File: src/rtl/wolfram_ca_pkg.sv
// Shared types and constants for the elementary cellular-automaton engine.
package wolfram_ca_pkg;

    localparam int RULE_W = 8;

    typedef enum logic [1:0] {
        S_IDLE = 2'd0,
        S_RUN  = 2'd1,
        S_DONE = 2'd2
    } state_t;

    // Boundary handling for the neighbours beyond the two edge cells; 2'b11 behaves as zero.
    typedef enum logic [1:0] {
        B_ZERO = 2'b00,
        B_ONE  = 2'b01,
        B_WRAP = 2'b10
    } bound_t;

endpackage

File: src/rtl/ca_rule_lut.sv
// Single-cell Wolfram rule lookup: the {left, centre, right} neighbourhood selects one rule bit.
module ca_rule_lut
    import wolfram_ca_pkg::*;
(
    input  logic [RULE_W-1:0] i_rule,
    input  logic              i_l,
    input  logic              i_c,
    input  logic              i_r,
    output logic              o_y
);

    assign o_y = i_rule[{i_l, i_c, i_r}];

endmodule

File: src/rtl/wolfram_ca_engine.sv
// 1-D elementary cellular-automaton engine: loads a seed, then iterates a run-time rule
// for a programmed number of generations with selectable edge behaviour.
module wolfram_ca_engine
    import wolfram_ca_pkg::*;
#(
    parameter int                N_CELLS      = 16,
    parameter int                GEN_W        = 8,
    parameter logic [RULE_W-1:0] DEFAULT_RULE = 8'h18
) (
    input  logic               clk,
    input  logic               rst_n,
    input  logic               cfg_valid,
    output logic               cfg_ready,
    input  logic [RULE_W-1:0]  cfg_rule,
    input  logic [N_CELLS-1:0] cfg_seed,
    input  logic [GEN_W-1:0]   cfg_gens,
    input  logic [1:0]         cfg_bound,
    input  logic               abort,
    output logic               busy,
    output logic               done,
    output logic [N_CELLS-1:0] cells,
    output logic [GEN_W-1:0]   gen_count
);

    state_t               r_state;
    state_t               w_stateNext;
    logic [RULE_W-1:0]    r_rule;
    logic [1:0]           r_bound;
    logic [GEN_W-1:0]     r_gens;
    logic [N_CELLS-1:0]   r_cells;
    logic [GEN_W-1:0]     r_genCount;

    logic                 w_accept;
    logic                 w_busy;
    logic                 w_done;
    logic                 w_edgeLeft;
    logic                 w_edgeRight;
    logic [N_CELLS+1:0]   w_ext;
    logic [N_CELLS-1:0]   w_next;
    logic [GEN_W-1:0]     w_genInc;

    // Ready is forced low while reset is held so no job can be offered during reset.
    assign cfg_ready = (r_state == S_IDLE) && rst_n;
    assign w_accept  = cfg_valid && cfg_ready;
    assign w_genInc  = r_genCount + GEN_W'(1);

    // Choose the virtual neighbours beyond the leftmost (c[N]) and rightmost (c[-1]) cells.
    always_comb begin
        w_edgeLeft  = 1'b0;
        w_edgeRight = 1'b0;
        case (r_bound)
            B_ONE: begin
                w_edgeLeft  = 1'b1;
                w_edgeRight = 1'b1;
            end
            B_WRAP: begin
                w_edgeLeft  = r_cells[0];
                w_edgeRight = r_cells[N_CELLS-1];
            end
            default: begin
                w_edgeLeft  = 1'b0;
                w_edgeRight = 1'b0;
            end
        endcase
    end

    assign w_ext = {w_edgeLeft, r_cells, w_edgeRight};

    // One lookup per cell; every cell sees only the old generation, so all update together.
    for (genvar gi = 0; gi < N_CELLS; gi++) begin : g_cell
        ca_rule_lut u_lut (
            .i_rule (r_rule),
            .i_l    (w_ext[gi+2]),
            .i_c    (w_ext[gi+1]),
            .i_r    (w_ext[gi]),
            .o_y    (w_next[gi])
        );
    end

    // State register.
    always_ff @(posedge clk or negedge rst_n) begin
        if (!rst_n) begin
            r_state <= S_IDLE;
        end else begin
            r_state <= w_stateNext;
        end
    end

    // Next-state and status decode; abort leaves RUN without a done pulse.
    always_comb begin
        w_stateNext = r_state;
        w_busy      = 1'b0;
        w_done      = 1'b0;
        case (r_state)
            S_IDLE: begin
                if (w_accept) begin
                    w_stateNext = (cfg_gens == '0) ? S_DONE : S_RUN;
                end
            end
            S_RUN: begin
                w_busy = 1'b1;
                if (abort) begin
                    w_stateNext = S_IDLE;
                end else if (w_genInc == r_gens) begin
                    w_stateNext = S_DONE;
                end
            end
            S_DONE: begin
                w_done      = 1'b1;
                w_stateNext = S_IDLE;
            end
            default: begin
                w_stateNext = S_IDLE;
            end
        endcase
    end

    // Job latch on handshake, then one generation per RUN cycle unless aborted.
    always_ff @(posedge clk or negedge rst_n) begin
        if (!rst_n) begin
            r_rule     <= DEFAULT_RULE;
            r_bound    <= B_ZERO;
            r_gens     <= '0;
            r_cells    <= '0;
            r_genCount <= '0;
        end else begin
            if (w_accept) begin
                r_rule     <= cfg_rule;
                r_bound    <= cfg_bound;
                r_gens     <= cfg_gens;
                r_cells    <= cfg_seed;
                r_genCount <= '0;
            end else if ((r_state == S_RUN) && !abort) begin
                r_cells    <= w_next;
                r_genCount <= w_genInc;
            end
        end
    end

    assign busy      = w_busy;
    assign done      = w_done;
    assign cells     = r_cells;
    assign gen_count = r_genCount;

endmodule

File: config.mk
export PLATFORM = sky130hd
export DESIGN_NAME = wolfram_ca_engine
export DESIGN_NICKNAME = d
export VERILOG_FILES = /design/src/rtl/wolfram_ca_pkg.sv /design/src/rtl/ca_rule_lut.sv /design/src/rtl/wolfram_ca_engine.sv
export SDC_FILE = /design/constraint.sdc
export NUM_CORES = 1
export LEC_CHECK = 0
export ABC_AREA = 1
export CAP_MARGIN = 20
export CORE_MARGIN = 2
export CORE_UTILIZATION = 25
export CTS_BUF_LIST = sky130_fd_sc_hd__clkbuf_4
export CTS_CLUSTER_DIAMETER = 40
export DETAILED_ROUTE_END_ITERATION = 8
export GPL_ROUTABILITY_DRIVEN = 0
export PLACE_DENSITY_LB_ADDON = 0.15
export RECOVER_POWER = 50
export SLEW_MARGIN = 20
export SYNTH_ARGS = -nofsm -noshare
export SYNTH_HDL_FRONTEND = slang
export SYNTH_SLANG_ARGS = --single-unit
File: constraint.sdc
create_clock -name clk -period 3.9 [get_ports clk]
set_input_delay 0.78 -clock clk [delete_from_list [all_inputs] [get_ports clk]]
set_output_delay 0.78 -clock clk [all_outputs]
set_load 0.03 [all_outputs]
After elaboration in Yosys (flattened, before gate mapping). Index checks and enable logic that the tools add are counted.

Register bits after elaboration: 44. Bits in latches: 0. RAM bits: 0. Bits in read-only memories: 0. Bits of input ports: 38. Output and inout port bits: 27. Logic and storage cells: 83. Memories: 0.

Add/sub/neg operators: 1. Multipliers: 0. Div/mod/pow operators: 0. Magnitude comparators: 16. Equality and inequality tests: 7. Shifts and indexed selects: 0. Multiplexer cells: 45. Bitwise gates (word level): 0. Reduce and logical (&&, ||, !) cells: 8.

Operator list (count): 3-bit by 4-bit < comparator with 1-bit output, second input constant (16); 1-bit binary-select mux with 3-bit select (16); 16-bit 2-to-1 mux (2); 1-bit 2-to-1 mux (18); 8-bit 2-to-1 mux (2); 8-bit by 1-bit adder with 8-bit output, second input constant (1); 8-bit equality test (1); 8-bit logical NOT (1); 2-bit 2-to-1 mux (4); 2-bit by 1-bit equality test with 1-bit output, second input constant (2); 2-bit equality test, second input constant (2); 1-bit one-hot mux with 2 select lines (2); 2-bit one-hot mux with 2 select lines (1); 1-bit logical AND (3); 3-bit != test, second input constant (1); 2-bit logical NOT (1); 2-bit != test, second input constant (1); 2-bit AND reduction (1); 2-bit nonzero test (1); 1-bit logical NOT (1).

Longest topological paths before layout. Gate-level depths: netlist (run 1).

Word-level depth: 6. Mapped depth: 12. Gate-level depth less buffers: 12.

Hierarchy. Synthesis (run 1) repeated with hierarchy kept, for this count alone.

Cell total of the unflattened synthesis: 724. Area total of the unflattened synthesis: 3923.8 um^2.

By module, submodules not included: wolfram_ca_engine (times used 1, cells an instance 276, area an instance 2162.1 um^2, sequential area each 1103.6 um^2); ca_rule_lut (times used 16, cells an instance 28, area an instance 110.1 um^2, sequential area each 0.0 um^2).

Worst setup path before layout (run 1). No wires, ideal clock.

Path kind: input to output. Start point: in rst_n. End point: out cfg_ready. Data arrival time: 1.156 ns. Data required time: 3.120 ns. Setup slack: 1.964 ns. Stages: 2. Buffers on the path: 0. Cell sequence: inv_1 -> nor2_2.

Cells in the longest elaborated chain, start to end: 1.

RTL lines: start: declaration (RTL line wolfram_ca_engine.sv:11) `input logic rst_n,`; 1-bit logical AND (RTL line wolfram_ca_engine.sv:43) `assign cfg_ready = (r_state == S_IDLE) && rst_n;`; end: declaration (RTL line wolfram_ca_engine.sv:13) `output logic cfg_ready,`.

Every way passes these cells.

==> results of run 1 <==
[routing by layer]
layer,vias to the layer above,part of all wire (%),track usage (%)
li1,1673,-,-
met2,78,48,25.8
met5,-,0,0
met1,1585,47,19.9
met3,7,4.6,2.83
met4,0,0.73,3.53
[worst paths after layout]
check | startpoint | endpoint | slack (ns) | depth (start not counted)
worst max-delay path | rst_n | r_gens[0] | 1.09 | 2
worst min-delay path | r_gens[1] | r_gens[1] | 0.52 | 2
worst max register to register | r_state[1] | cells[9] | 1.13 | 7
worst min register to register | r_gens[1] | r_gens[1] | 0.52 | 2
max in group clk | r_state[1] | cells[9] | 1.13 | 7
min in group asynchronous | rst_n | cells[3] | 1.38 | 2
[registers in the layout, indices dropped and copies added (netlist names)]
register,count
r_rule,8
r_gens,8
r_state,2
r_bound,2
gen_count,8
cells,16
[cell usage after synthesis, drive strengths merged]
cell type	count	area share, %
dfstp	2	1.6
nand3b	2	0.45
xor2	1	0.26
a31oi	2	0.38
ha	3	1.1
clkbuf	11	1.8
inv	51	5.8
o221ai	1	0.26
clkinv	2	0.23
dfrtp	42	32
nand3	66	11
o22ai	3	0.56
a21oi	51	7.7
o211ai	25	5.6
o31ai	1	0.23
nand2	81	9.6
and2	1	0.19
nor3	1	0.15
buf	29	6.1
xnor2	1	0.26
o21bai	1	0.23
nand4	2	0.38
nor2	14	3.0
o21ai	78	12
[power by group through the flow]
stage | Combinational (µW) | Sequential, µW | Clock, µW
6_report | 1480 | 973 | 313
5_1_grt | 1670 | 1020 | 339
4_1_cts | 1490 | 971 | 325
2_1_floorplan | 1290 | 787 | 0
3_5_place_dp | 1490 | 980 | 0
3_3_place_gp | 1470 | 980 | 0
[per-stage QoR]
stage          worst slack (ns)  hold WS [ns]  area [µm²]  utilization [%]
6_report                   1.09         0.521        4000             30.4
2_1_floorplan              1.96         0.466        3320                -
3_3_place_gp               1.21         0.493        3940             30.0
3_5_place_dp               1.18         0.493        3940             30.0
5_1_grt                   0.553         0.565        4000             30.4
4_1_cts                    1.16         0.528        4020             30.6
[cell usage in the layout, fill, tap and decap left out, types with 4 or more instances in the layout]
cell type and count:
o21ai_0 76, clkbuf_4 6, nand3_1 61, nand3_2 5
nor2_2 4, o211ai_1 25, nand2_1 78, a21oi_1 51
inv_1 49, dfrtp_1 42, nor2_1 7, clkdlybuf4s50_1 63
[cell families after synthesis]
logic type                 synth area share (%)
and+or+nand+nor                            24.4
AOI/OAI and AO/OA                          26.8
buffers and inverters                      13.9
DFF                                        33.2
adders and majority gates                  1.13
xor gates and xnor gates                  0.527
[final cells by class]
cell class                 instances  area share, %
sequential                        44           27.6
tap                              176           5.51
timing repair buffer              66           16.1
clock buffer                       6           1.13
inverter                          53           4.97
multi-input combinational        334           43.8
clock inverter                     2          0.876
==> flow_summary.ini, run 1 <==
[synthesis]
synthesis.nets = 512
synth_area_um2 = 3320
ys_ff_latch = 44
synth_warnings = 0
netlist_instances = 471
synth-seq-area-share_pct = 33.2
synth_cell_types = 36
postSynthAreaPerCell_um2 = 7.06

[grt]
grt_pass1_wl_um = 17300
grt_pass1_vias = 3319
grt_max_degree = 45
antenna_found_initial = 0
track_usage_pct = 15.1
grt_overflow = 0

[cts]
htree_levels = 2
post-cts-setup-buffers = 0
cts_tree = yes
cts_buffers = 5
ctsResizeCount = 0
clk_pin_slew_worst_paths_ns = 0.14
cts.sinks = 44
postCtsHoldBufs = 0
clk_latency_ns = 0.38
cts.path.max_buffers = 2
ctsRootBufferMaster = clkbuf_4

[timing]
period_needed_ns = 2.82
setup-violations-final = 0
skew_ns = 0.0156
setup_tns_ns = 0
fin_crit_sh_pct = 72.2
hold_viol = 0
slew_violations = 45
rsz0062_at_grt = false
tightest_slew_ns = 2.50
max_slew_margin_pct = -67.0
fmax_ghz = 0.355

[finish]
syn_to_final_growth_pct = 20.3
drive_gt1_share_pct = 5.74
nFillCells = 1451
antenna_cells = 0
seq_area_um2 = 1100
layout.cells.non_filler = 681
multi_input_area_um2 = 1750
fin_nets = 545

[drt]
drtPass1Iterations = 4
drt_wl_total_um = 10400
antenna_left = 0
viasPerCell = 4.91
drtIter0Drc = 187
drcViolationCount = 0
num_vias = 3343
post_drt_wl_per_cell_um = 15.2

[power_and_ir_drop]
p_seq_share_pct = 35.2
swShare_pct = 51.3
power_uw = 2760
p_comb_share_pct = 53.4
p_clk_share_pct = 11.3
p_switching_uw = 1420
p_leak_uw = 0.00161
internal-power_uw = 1350
power_density_nw_per_um2 = 690
ir_worst_vdd_mv = 0.166

[critical_path]
path_cells = clkbuf_1 > clkbuf_1
crit_top_cell = clkbuf_1
path_delay_family = buffers and inverters
cp.required_ns = 3.89
crit_buf_inv = 2
worstSetupPathType = in2async
worstPathArrival_ns = 2.81
start_kind = primary input
slowest_stage = clkbuf_1
end_kind = async pin
critPathMaxStageDelay_ns = 1.80
cp_max_fo = 44

[die]
fp.dieArea_um2 = 14200
core_um2 = 13100
start_util_pct = 25.3
num_rows = 42
dieHeight_um = 119
die_width_um = 119
io_pins = 65

[outcome]
failed_checks = capacitance limit, slew limit
outcome = complete, but fails checks

[place]
hpwl_um = 6990
io_buffers = 64
dp_cells = 673

[hold_path]
hold_path.class = reg2reg

[run]
cap_violations = 1
Note: power is estimated with default switching activity, not from simulation.
==> run 2: changes to the inputs <==
clock period = 2.8 ns   (was 3.9 ns; I/O delays follow)
==> flow_summary.ini, run 2 (synthesis gave the netlist of run 1 again) <==
[outcome]
outcome = finished clean

[cts]
ctsRootBufferMaster = clkbuf_4
cts_tree = yes
postCtsHoldBufs = 0
cts_buffers = 5
clk_latency_ns = 0.37
ctsResizeCount = 0
clk_pin_slew_worst_paths_ns = 0.16
cts.sinks = 44
post-cts-setup-buffers = 0
cts.path.max_buffers = 2
htree_levels = 2

[power_and_ir_drop]
power_uw = 3770
p_seq_share_pct = 36.0
p_leak_uw = 0.00160
power_density_nw_per_um2 = 948
p_clk_share_pct = 9.4
p_comb_share_pct = 54.6
swShare_pct = 52.7
internal-power_uw = 1780
p_switching_uw = 1980
ir_worst_vdd_mv = 0.244

[timing]
tightest_slew_ns = 1.19
fin_crit_sh_pct = 82.5
setup-violations-final = 0
period_needed_ns = 2.31
max_slew_margin_pct = 20.4
slew_violations = 0
skew_ns = 0.0131
rsz0062_at_grt = false
hold_viol = 0
fmax_ghz = 0.433
setup_tns_ns = 0

[die]
core_um2 = 13100
fp.dieArea_um2 = 14200
dieHeight_um = 119
start_util_pct = 25.3
num_rows = 42
die_width_um = 119
io_pins = 65

[grt]
antenna_found_initial = 0
grtUsageMet2_pct = 25.5
met1_usage_pct = 20.8
grt_max_degree = 45
grt_overflow = 0
track_usage_pct = 15.3
grt_pass1_wl_um = 17400
grt_pass1_vias = 3253
busiest_layer = met2
grt_use_met3_pct = 2.49

[finish]
antenna_cells = 0
nFillCells = 1471
syn_to_final_growth_pct = 19.6
drive_gt1_share_pct = 6.14
final_cell_mix = 77 x nand2_1, 76 x o21ai_0, 62 x clkdlybuf4s50_1
fin_nets = 545
seq_area_um2 = 1100
multi_input_area_um2 = 1750
layout_commonest_cell = nand2_1
largest_reg_flops = 16

[critical_path]
cp_max_fo = 15
worstSetupPathType = reg2out
start_kind = flip-flop
cp.required_ns = 2.24
path_cells = clkdlybuf4s50_1
crit_buf_inv = 1
slowest_stage = clkdlybuf4s50_1
critPathMaxStageDelay_ns = 0.75
worstPathArrival_ns = 1.75
end_kind = primary output
path_delay_family = buffers and inverters

[place]
io_buffers = 64
hpwl_um = 7040

[drt]
drtPass1Iterations = 4
viasPerCell = 4.90
drt_wl_total_um = 10500
drcViolationCount = 0
post_drt_wl_per_cell_um = 15.4
drtIter0Drc = 193
antenna_left = 0
num_vias = 3339

[run]
cap_violations = 0

[hold_path]
hold_path.class = reg2reg
-- run 2: cell type report --
cell class | count | area share [%]
clock buffers | 6 | 1.13
clock inverters | 2 | 0.283
inverters | 53 | 5.00
multi-input cells | 334 | 44.1
flip-flops and latches | 44 | 27.8
well taps | 176 | 5.54
repair buffers | 66 | 16.2
-- run 2: power groups by stage --
| stage | registers (µW) | clock network, µW | logic, µW |
|---|---|---|---|
| 2_1_floorplan | 1100 | 0 | 1800 |
| 5_1_grt | 1430 | 396 | 2320 |
| 3_5_place_dp | 1380 | 0 | 2060 |
| 6_report | 1360 | 354 | 2060 |
| 3_3_place_gp | 1370 | 0 | 2040 |
| 4_1_cts | 1360 | 367 | 2070 |
-- run 2: path summary, 6_finish.rpt --
check | from | to | slack, ns | depth (start not counted)
min in group asynchronous | rst_n | cells[6] | 0.65 | 2
setup reg to reg | r_state[1] | cells[1] | 0.70 | 7
hold / removal | r_gens[0] | r_gens[0] | 0.53 | 2
max in group asynchronous | rst_n | gen_count[6] | 1.43 | 2
hold reg to reg | r_gens[0] | r_gens[0] | 0.53 | 2
setup / recovery | cells[6] | cells[6] | 0.49 | 1
-- run 2: through the flow --
step	cells	utilization [%]	hold slack (ns)	area, µm²	worst slack (ns)
6_report	681	30.3	0.527	3980	0.489
2_1_floorplan	471	-	0.264	3320	1.10
4_1_cts	681	30.4	0.356	3990	0.480
3_5_place_dp	673	30.0	0.501	3940	0.612
5_1_grt	681	30.3	0.559	3980	0.400
3_3_place_gp	673	30.0	0.492	3940	0.635
-- run 2: per-layer routing --
layer	wire length, µm	up-vias
met1	4860	1570
met4	127	0
li1	-	1668
met3	527	10
met5	0	-
met2	5000	91
